[config.mk]
export PLATFORM = sky130hd
export DESIGN_NAME = ansi_input_decoder
export DESIGN_NICKNAME = d
export VERILOG_FILES = /design/src/rtl/ansi_input_decoder_pkg.sv /design/src/rtl/ansi_param_acc.sv /design/src/rtl/ansi_input_decoder.sv
export SDC_FILE = /design/constraint.sdc
export NUM_CORES = 1
export LEC_CHECK = 0
export CORE_MARGIN = 5
export CORE_UTILIZATION = 62
export DETAILED_ROUTE_END_ITERATION = 8
export MAX_ROUTING_LAYER = met4
export PLACE_DENSITY = 0.86
export SLEW_MARGIN = 30
export SYNTH_ARGS = -nofsm -noshare
export SYNTH_HDL_FRONTEND = slang
export SYNTH_SLANG_ARGS = --single-unit
[constraint.sdc]
create_clock -name clk -period 6.3 [get_ports clk]
set_input_delay 1.26 -clock clk [delete_from_list [all_inputs] [get_ports clk]]
set_output_delay 1.26 -clock clk [all_outputs]
set_load 0.05 [all_outputs]
[src/rtl/ansi_input_decoder_pkg.sv]
// Shared ANSI input constants: key event codes, ASCII markers and decoder states.
package ansi_input_decoder_pkg;

  localparam logic [3:0] KEY_NONE    = 4'd0;
  localparam logic [3:0] KEY_CHAR    = 4'd1;
  localparam logic [3:0] KEY_UP      = 4'd2;
  localparam logic [3:0] KEY_DOWN    = 4'd3;
  localparam logic [3:0] KEY_RIGHT   = 4'd4;
  localparam logic [3:0] KEY_LEFT    = 4'd5;
  localparam logic [3:0] KEY_ESC     = 4'd6;
  localparam logic [3:0] KEY_CPR     = 4'd7;
  localparam logic [3:0] KEY_UNKNOWN = 4'd8;

  localparam logic [7:0] ASCII_ESC   = 8'h1B;
  localparam logic [7:0] ASCII_LBRK  = 8'h5B;
  localparam logic [7:0] ASCII_O     = 8'h4F;
  localparam logic [7:0] ASCII_SEMI  = 8'h3B;
  localparam logic [7:0] ASCII_R     = 8'h52;

  typedef enum logic [2:0] {
    S_IDLE   = 3'd0,
    S_ESC    = 3'd1,
    S_SS3    = 3'd2,
    S_CSI_P0 = 3'd3,
    S_CSI_P1 = 3'd4
  } state_e;

  // Arrow final byte to key code; KEY_NONE when the byte is not A..D.
  function automatic logic [3:0] arrow_code(input logic [7:0] b);
    logic [3:0] code;
    case (b)
      8'h41:   code = KEY_UP;
      8'h42:   code = KEY_DOWN;
      8'h43:   code = KEY_RIGHT;
      8'h44:   code = KEY_LEFT;
      default: code = KEY_NONE;
    endcase
    return code;
  endfunction

endpackage

[src/rtl/ansi_param_acc.sv]
// Saturating decimal accumulator for one CSI parameter.
module ansi_param_acc #(
  parameter int unsigned PARAM_MAX = 255
) (
  input  logic       clk,
  input  logic       rst,
  input  logic       clr,
  input  logic       digit_valid,
  input  logic [3:0] digit,
  output logic [7:0] value,
  output logic       seen
);

  logic [7:0]  value_q, value_d;
  logic        seen_q, seen_d;
  logic [11:0] sum;

  // 12 bits hold 255*10+9 without wrapping, so the clamp sees the true value.
  always_comb begin
    sum     = {4'b0, value_q} * 12'd10 + {8'b0, digit};
    value_d = value_q;
    seen_d  = seen_q;
    if (clr) begin
      value_d = '0;
      seen_d  = 1'b0;
    end else if (digit_valid) begin
      value_d = (sum > 12'(PARAM_MAX)) ? 8'(PARAM_MAX) : sum[7:0];
      seen_d  = 1'b1;
    end
  end

  always_ff @(posedge clk or posedge rst) begin
    if (rst) begin
      value_q <= '0;
      seen_q  <= 1'b0;
    end else begin
      value_q <= value_d;
      seen_q  <= seen_d;
    end
  end

  assign value = value_q;
  assign seen  = seen_q;

endmodule

[src/rtl/ansi_input_decoder.sv]
// Terminal byte-stream decoder: plain chars, CSI/SS3 arrows, lone ESC and cursor-position reports.
module ansi_input_decoder
  import ansi_input_decoder_pkg::*;
#(
  parameter int unsigned ESC_TIMEOUT = 16,
  parameter int unsigned PARAM_MAX   = 255
) (
  input  logic       clk,
  input  logic       rst,
  input  logic       in_valid,
  input  logic [7:0] in_byte,
  output logic       key_valid,
  output logic [3:0] key_code,
  output logic [7:0] key_char,
  output logic [7:0] key_p0,
  output logic [7:0] key_p1
);

  localparam int unsigned TimerW = (ESC_TIMEOUT > 1) ? $clog2(ESC_TIMEOUT) : 1;
  localparam logic [TimerW-1:0] TimerLast = TimerW'(ESC_TIMEOUT - 1);

  state_e            state_q, state_d;
  logic [TimerW-1:0] timer_q, timer_d;
  logic              extra_q, extra_d;

  logic       acc_clr, dv0, dv1;
  logic [7:0] p0, p1;
  logic       seen0, seen1;

  logic       emit;
  logic [3:0] emit_code;
  logic [7:0] emit_char, emit_p0, emit_p1;

  logic       is_digit, is_final;
  logic [3:0] arrow;

  ansi_param_acc #(.PARAM_MAX(PARAM_MAX)) u_acc_p0 (
    .clk         (clk),
    .rst         (rst),
    .clr         (acc_clr),
    .digit_valid (dv0),
    .digit       (in_byte[3:0]),
    .value       (p0),
    .seen        (seen0)
  );

  ansi_param_acc #(.PARAM_MAX(PARAM_MAX)) u_acc_p1 (
    .clk         (clk),
    .rst         (rst),
    .clr         (acc_clr),
    .digit_valid (dv1),
    .digit       (in_byte[3:0]),
    .value       (p1),
    .seen        (seen1)
  );

  assign is_digit = (in_byte >= 8'h30) && (in_byte <= 8'h39);
  assign is_final = (in_byte >= 8'h40) && (in_byte <= 8'h7E);
  assign arrow    = arrow_code(in_byte);

  always_comb begin
    state_d   = state_q;
    timer_d   = timer_q;
    extra_d   = extra_q;
    acc_clr   = 1'b0;
    dv0       = 1'b0;
    dv1       = 1'b0;
    emit      = 1'b0;
    emit_code = KEY_NONE;
    emit_char = '0;
    emit_p0   = '0;
    emit_p1   = '0;
    unique case (state_q)
      S_IDLE: begin
        if (in_valid) begin
          if (in_byte == ASCII_ESC) begin
            state_d = S_ESC;
            timer_d = '0;
          end else begin
            emit      = 1'b1;
            emit_code = KEY_CHAR;
            emit_char = in_byte;
          end
        end
      end
      S_ESC: begin
        // A byte on the expiry cycle takes priority over the timeout.
        if (in_valid) begin
          timer_d = '0;
          if (in_byte == ASCII_LBRK) begin
            state_d = S_CSI_P0;
            acc_clr = 1'b1;
            extra_d = 1'b0;
          end else if (in_byte == ASCII_O) begin
            state_d = S_SS3;
          end else begin
            emit      = 1'b1;
            emit_code = KEY_ESC;
            state_d   = (in_byte == ASCII_ESC) ? S_ESC : S_IDLE;
          end
        end else if (timer_q == TimerLast) begin
          emit      = 1'b1;
          emit_code = KEY_ESC;
          state_d   = S_IDLE;
          timer_d   = '0;
        end else begin
          timer_d = timer_q + TimerW'(1);
        end
      end
      S_SS3: begin
        if (in_valid) begin
          state_d = S_IDLE;
          emit    = 1'b1;
          if (arrow != KEY_NONE) begin
            emit_code = arrow;
          end else begin
            emit_code = KEY_UNKNOWN;
            emit_char = in_byte;
          end
        end
      end
      S_CSI_P0, S_CSI_P1: begin
        if (in_valid) begin
          if (is_digit) begin
            dv0 = (state_q == S_CSI_P0);
            dv1 = (state_q == S_CSI_P1) && !extra_q;
          end else if (in_byte == ASCII_SEMI) begin
            // A second ';' starts a third parameter whose digits are discarded.
            if (state_q == S_CSI_P1) extra_d = 1'b1;
            state_d = S_CSI_P1;
          end else if (in_byte == ASCII_ESC) begin
            emit      = 1'b1;
            emit_code = KEY_UNKNOWN;
            emit_char = in_byte;
            state_d   = S_ESC;
            timer_d   = '0;
          end else if (is_final) begin
            state_d = S_IDLE;
            emit    = 1'b1;
            if (arrow != KEY_NONE) begin
              emit_code = arrow;
              emit_p0   = p0;
              emit_p1   = p1;
            end else if (in_byte == ASCII_R) begin
              emit_code = KEY_CPR;
              emit_p0   = seen0 ? p0 : 8'd1;
              emit_p1   = seen1 ? p1 : 8'd1;
            end else begin
              emit_code = KEY_UNKNOWN;
              emit_char = in_byte;
            end
          end
        end
      end
      default: state_d = S_IDLE;
    endcase
  end

  always_ff @(posedge clk or posedge rst) begin
    if (rst) begin
      state_q   <= S_IDLE;
      timer_q   <= '0;
      extra_q   <= 1'b0;
      key_valid <= 1'b0;
      key_code  <= KEY_NONE;
      key_char  <= '0;
      key_p0    <= '0;
      key_p1    <= '0;
    end else begin
      state_q   <= state_d;
      timer_q   <= timer_d;
      extra_q   <= extra_d;
      key_valid <= emit;
      if (emit) begin
        key_code <= emit_code;
        key_char <= emit_char;
        key_p0   <= emit_p0;
        key_p1   <= emit_p1;
      end
    end
  end

endmodule

Yosys cells after proc, flatten, opt, wreduce, memory -nomap -nowiden
Cells that the tools add are included.
W data, S select, Z words.
{"block": "word_totals", "ff_bits": 55, "output_inout_bits": 29, "elab_cells": 171}
{"block": "op_classes", "add_sub_neg": 3, "n_mul": 2, "order_cmp": 6, "n_eq_ne": 26, "n_mux": 108, "reduce_logical": 14}
{"op": "$mux W8", "n": 35}
{"op": "$mux W4", "n": 17}
{"op": "$eq A8 B7 Y1 const B", "n": 7}
{"op": "$mux W3", "n": 13}
{"op": "$mux W1", "n": 34}
{"op": "$add A12 B4 Y12", "n": 2}
{"op": "$gt A12 B8 Y1 const B", "n": 2}
{"op": "$pmux W3 S4", "n": 2}
{"op": "$pmux W8 S3", "n": 1}
{"op": "$mul A8 B3 Y11 const B", "n": 2}
{"op": "$ne A2 B2 Y1 const B", "n": 10}
{"op": "$pmux W4 S4", "n": 1}
{"op": "$reduce_and A7 Y1", "n": 2}
{"op": "$pmux W4 S3", "n": 1}
{"op": "$eq A8 B5 Y1 const B", "n": 1}
{"op": "$eq A8 B6 Y1 const B", "n": 1}
{"op": "$ge A8 B6 Y1 const B", "n": 1}
{"op": "$ge A8 B7 Y1 const B", "n": 1}
{"op": "$le A8 B6 Y1 const B", "n": 1}
{"op": "$le A8 B7 Y1 const B", "n": 1}
{"op": "$eq A3 B2 Y1 const B", "n": 2}
{"op": "$reduce_bool A2 Y1", "n": 3}
{"op": "$reduce_and A5 Y1", "n": 1}
{"op": "$add A4 B1 Y4 const B", "n": 1}
{"op": "14 further kinds", "n": 17}

Longest topological paths before layout
{"block": "depth", "ltp_word": 10, "mapped_depth": 9}

Cells and area by module
A second synthesis with hierarchy kept.
{"block": "hier_totals", "cells_unflattened": 378, "area_unflattened_um2": 3701.0}
{"mod": "ansi_input_decoder", "instances": 1, "cells_per_inst": 204, "area_each_um2": 2014.4, "seq_area_each_um2": 925.9}
{"mod": "ansi_param_acc", "instances": 2, "cells_per_inst": 87, "area_each_um2": 843.3, "seq_area_each_um2": 225.2}

Least setup slack after synthesis
No wires, ideal clock.
{"block": "synth_timing", "kind": "input to register", "startpoint": "in in_byte[7]", "endpoint": "reg key_char[3]", "setup_ns": 0.124, "arrival_time_ns": 2.871, "path_slack_ns": 3.305, "stages": 6, "cell_sequence": "buf_2 or4b_4 nor4b_4 nor2b_1 o31a_1 a211o_1"}
{"block": "synth_via", "elab_chain_len": 10}
{"item": "from (decl)", "line": "ansi_input_decoder.sv:11", "rtl": "input logic [7:0] in_byte,"}
{"item": "$eq A8 B7 Y1", "line": "ansi_input_decoder_pkg.sv:31", "rtl": "case (b)"}
{"item": "$pmux W3 S4", "line": "ansi_input_decoder_pkg.sv:31"}
{"item": "$reduce_bool A4 Y1", "line": "ansi_input_decoder.sv:114, ansi_input_decoder.sv:140"}
{"item": "$mux W8", "line": "ansi_input_decoder.sv:140", "rtl": "if (arrow != KEY_NONE) begin"}
{"item": "$mux W8", "line": "ansi_input_decoder.sv:137", "rtl": "end else if (is_final) begin"}
{"item": "$mux W8", "line": "ansi_input_decoder.sv:131", "rtl": "end else if (in_byte == ASCII_ESC) begin"}
{"item": "$mux W8", "line": "ansi_input_decoder.sv:127", "rtl": "end else if (in_byte == ASCII_SEMI) begin"}
{"item": "$mux W8", "line": "ansi_input_decoder.sv:124", "rtl": "if (is_digit) begin"}
{"item": "$mux W8", "line": "ansi_input_decoder.sv:123", "rtl": "if (in_valid) begin"}
{"item": "$pmux W8 S3", "line": "ansi_input_decoder.sv:73", "rtl": "unique case (state_q)"}
{"item": "to (signal assigned)", "line": "ansi_input_decoder.sv:176", "rtl": "key_char <= emit_char;"}
{"item": "to (decl)", "line": "ansi_input_decoder.sv:14", "rtl": "output logic [7:0] key_char,"}
Parallel ways exist; a longest one is shown, timed or not.
A chain may end at the register's enable or synchronous reset.

Worst setup path in the final report
{"block": "layout_timing", "startpoint": "in in_byte[2]", "endpoint": "reg u_acc_p0.value_q[0], in the netlist u_acc_p0.value[0]"}
{"block": "layout_via", "elab_chain_len": 6}
{"item": "parallel branches: the longest is 6 deep, another holds $add A12 B4 Y12"}
{"item": "to (signal assigned)", "line": "ansi_param_acc.sv:37", "rtl": "value_q <= value_d;"}
{"item": "to (decl)", "line": "ansi_param_acc.sv:14", "rtl": "logic [7:0] value_q, value_d;"}
Several ways; the timed one is not identified. The select of a mux whose other input is x is not followed.

==> out/metrics.cfg <==
[finish]
nets = 466
final_common_cell = dfrtp_1
synthToLayoutAreaGrowth_pct = 13.7
drive_above_1_share_pct = 6.18
final_area_um2 = 4280
antenna_cells = 0
final_cell_mix = dfrtp_1 (55), clkdlybuf4s50_1 (39), a21oi_1 (32)

[clocking]
cts_resized = 0
cts_sinks = 55
numCtsBuffers = 5
cts-hold-fix-buffers = 0
htree_levels = 2
cts_root_buffer = clkbuf_8
clk_latency_ns = 0.30
cts_max_path_buffers = 2
postCtsSetupBuffers = 0
clk_transition_reported_paths_ns = 0.10
cts_tree = done

[pwr]
p_leak_nw = 2.02
peakVddDrop_uv = 121
pwr_density_cell_nw_per_um2 = 168

[detailed_routing]
via_per_inst = 6.55
wl_per_cell_um = 17.3
via_count = 3247
ant_nets = 0
drt-initial-drc-count = 188
drt-pass1-iter-count = 6
wl_um = 8590
remaining_drc_errors = 0

[worst_setup_path]
crit_path_start_kind = input port
crit_fanout = 19
r2r-end = u_acc_p0.value[0]
cp.buffers_inverters = 1
rrSetupSlack_ns = 3.13
crit_type = in -> reg
slowest_stage = clkdlybuf4s50_1
rr_worst_depth = 7
cp.required_ns = 6.46
slowest_delay_ns = 0.79
r2r-start = u_acc_p0.value[1]
arrival_ns = 4.10
path_cells = clkdlybuf4s50_1, ha_1, a21o_1, nand4_1, a2111oi_0, mux2i_1, a31oi_1
cp-end-kind = flop
crit_family = compound AO/OA/AOI/OAI gates

[placement]
dpl-instance-area_um2 = 4160
gp_congestion = 0.920
dpl.hpwl_um = 6520
port_buffers = 39

[floorplanning]
core_area_um2 = 5920
start_util_pct = 63.6
fp.dieW_um = 87.9
rows = 28
ioPinCount = 40
die_area_um2 = 7730
die_y_um = 87.9

[worst_hold_path]
hp-class = reg -> reg
min_from = key_char[3]
whs_endpoint = key_char[3]
holdPathStages = 1

[synthesis]
postSynth.asyncResetShare_pct = 100
synth_fp_nets = 436
syn_inst = 390
synth_seq_cells = 55
synth-main-ff-cell = dfrtp_1
yosysWarnings = 0
synth_cell_type_count = 62
synth_seq_area_share_pct = 36.5
syn_area_um2 = 3770
synth_edf_count = 0
synth_area_leaders = dfrtp_1 (37%), ha_1 (10%), a22o_1 (5.3%)
yosys.area.top_type_share_pct = 36.5
synth_area_per_cell_um2 = 9.66
yosysTopAreaCell = dfrtp_1

[sta]
fmax_mhz = 254
rsz0062_at_grt = no
max_slew_margin_pct = 41.5
fin_crit_sh_pct = 62.5
skew_ns = 0.00581
finalSetupTns_ns = 0
hold_viol_final = 0
report.final.slew_viol_count = 0
setup_viol = 0
worstMarginPinSlew_ns = 0.875
period_minus_slack_ns = 3.94

[global_route]
antenna_found_initial = 0
grt_max_degree = 56
grt_usage_pct = 24.4
overflow = 0
grt_pass1_vias = 3140
grt_pass1_wl_um = 14600

[outcome]
status = complete, no violations

[flow_run]
drv_cap = 0

[per-stage QoR]
step | util [%] | cells | power (W) | worst slack [ns] | hold slack (ns)
2_1_floorplan | - | 390 | 0.000452 | 3.31 | 0.486
6_report | 72.3 | 496 | 0.000719 | 2.36 | 0.508
4_1_cts | 72.3 | 496 | 0.000719 | 2.38 | 0.508
5_1_grt | 72.3 | 496 | 0.000746 | 2.07 | 0.528
3_3_place_gp | 70.3 | 488 | 0.000481 | 2.21 | 0.484
3_5_place_dp | 70.3 | 488 | 0.000484 | 2.09 | 0.489
[worst register-to-register path, delay by kind of cell, from the launching register on]
kind / cells / cell delay [ns]
flops: 1 / 0.47
mux: 1 / 0.60
simple gates: 1 / 0.11
compound gates: 2 / 0.75
fa+ha+maj: 3 / 1.11
[per-layer routing]
metal  vias up  share of wire, %  GRT usage [%]
met5         -                 0              -
met4         0               3.0           8.23
met3        30               6.2           3.57
met2       135                49           39.9
met1      1554                42           31.0
li1       1528                 -              -
[area by class of cell]
cell class                      count  area, um2
Clock inverter                      2       35.0
Sequential cell                    55       1380
Tap cell                           75       93.8
Inverter                           19       73.8
Timing Repair Buffer               39        390
Multi-Input combinational cell    300       2230
Clock buffer                        6       82.6
Fill cell                         454       1640
[how the worst max path moves through the flow]
stage	slack, ns	cells past startpoint	start	endpoint
detailed placement	2.09	7	in_byte[2]	key_char[6]
global placement	2.21	7	in_byte[2]	u_acc_p0.value[1]
CTS	2.38	7	in_byte[2]	u_acc_p0.value[0]
floorplan	3.31	6	in_byte[7]	key_char[3]
finish	2.36	7	in_byte[2]	u_acc_p0.value[0]
global route	2.07	7	in_byte[2]	u_acc_p0.value[0]
[cells in the mapped netlist (all sizes together), types with 9 or more instances]
master,n
a21oi,32
a22o,23
a31oi,21
buf,9
dfrtp,55
ha,31
inv,19
nand2,22
nand3,14
nor2,25
o21ai,9
[power breakdown]
group / switching [W] / internal (W) / total, W / leakage (nW)
Clock: 0.000113 / 0.000129 / 0.000242 / 0.0612
Combinational: 0.0000682 / 0.0000385 / 0.000107 / 1.21
Sequential: 0.00000792 / 0.000363 / 0.000371 / 0.743
Total: 0.000189 / 0.000530 / 0.000719 / 2.02
[sequential cells by signal, summed over array words and instances, names as in the netlist]
register,count
timer_q,4
u_acc_p0.seen,1
u_acc_p1.value,8
key_char,8
key_p1,8
u_acc_p1.seen,1
key_valid,1
state_q,3
extra_q,1
key_p0,8
u_acc_p0.value,8
key_code,4
[logic make-up (layout without fill, tap and decap cells)]
group | count (synthesis) | in the layout | synth area share, %
buffers and inverters | 35 | 66 | 4.29
AND/OR/NAND/NOR | 120 | 120 | 18.5
adder cells (fa/ha/maj) | 35 | 35 | 12.4
flip-flops | 55 | 55 | 36.5
AO/OA/AOI/OAI | 126 | 126 | 23.7
multiplexers | 5 | 5 | 1.36
XOR/XNOR | 14 | 14 | 3.26
Note: power is estimated with default switching activity, not from simulation.
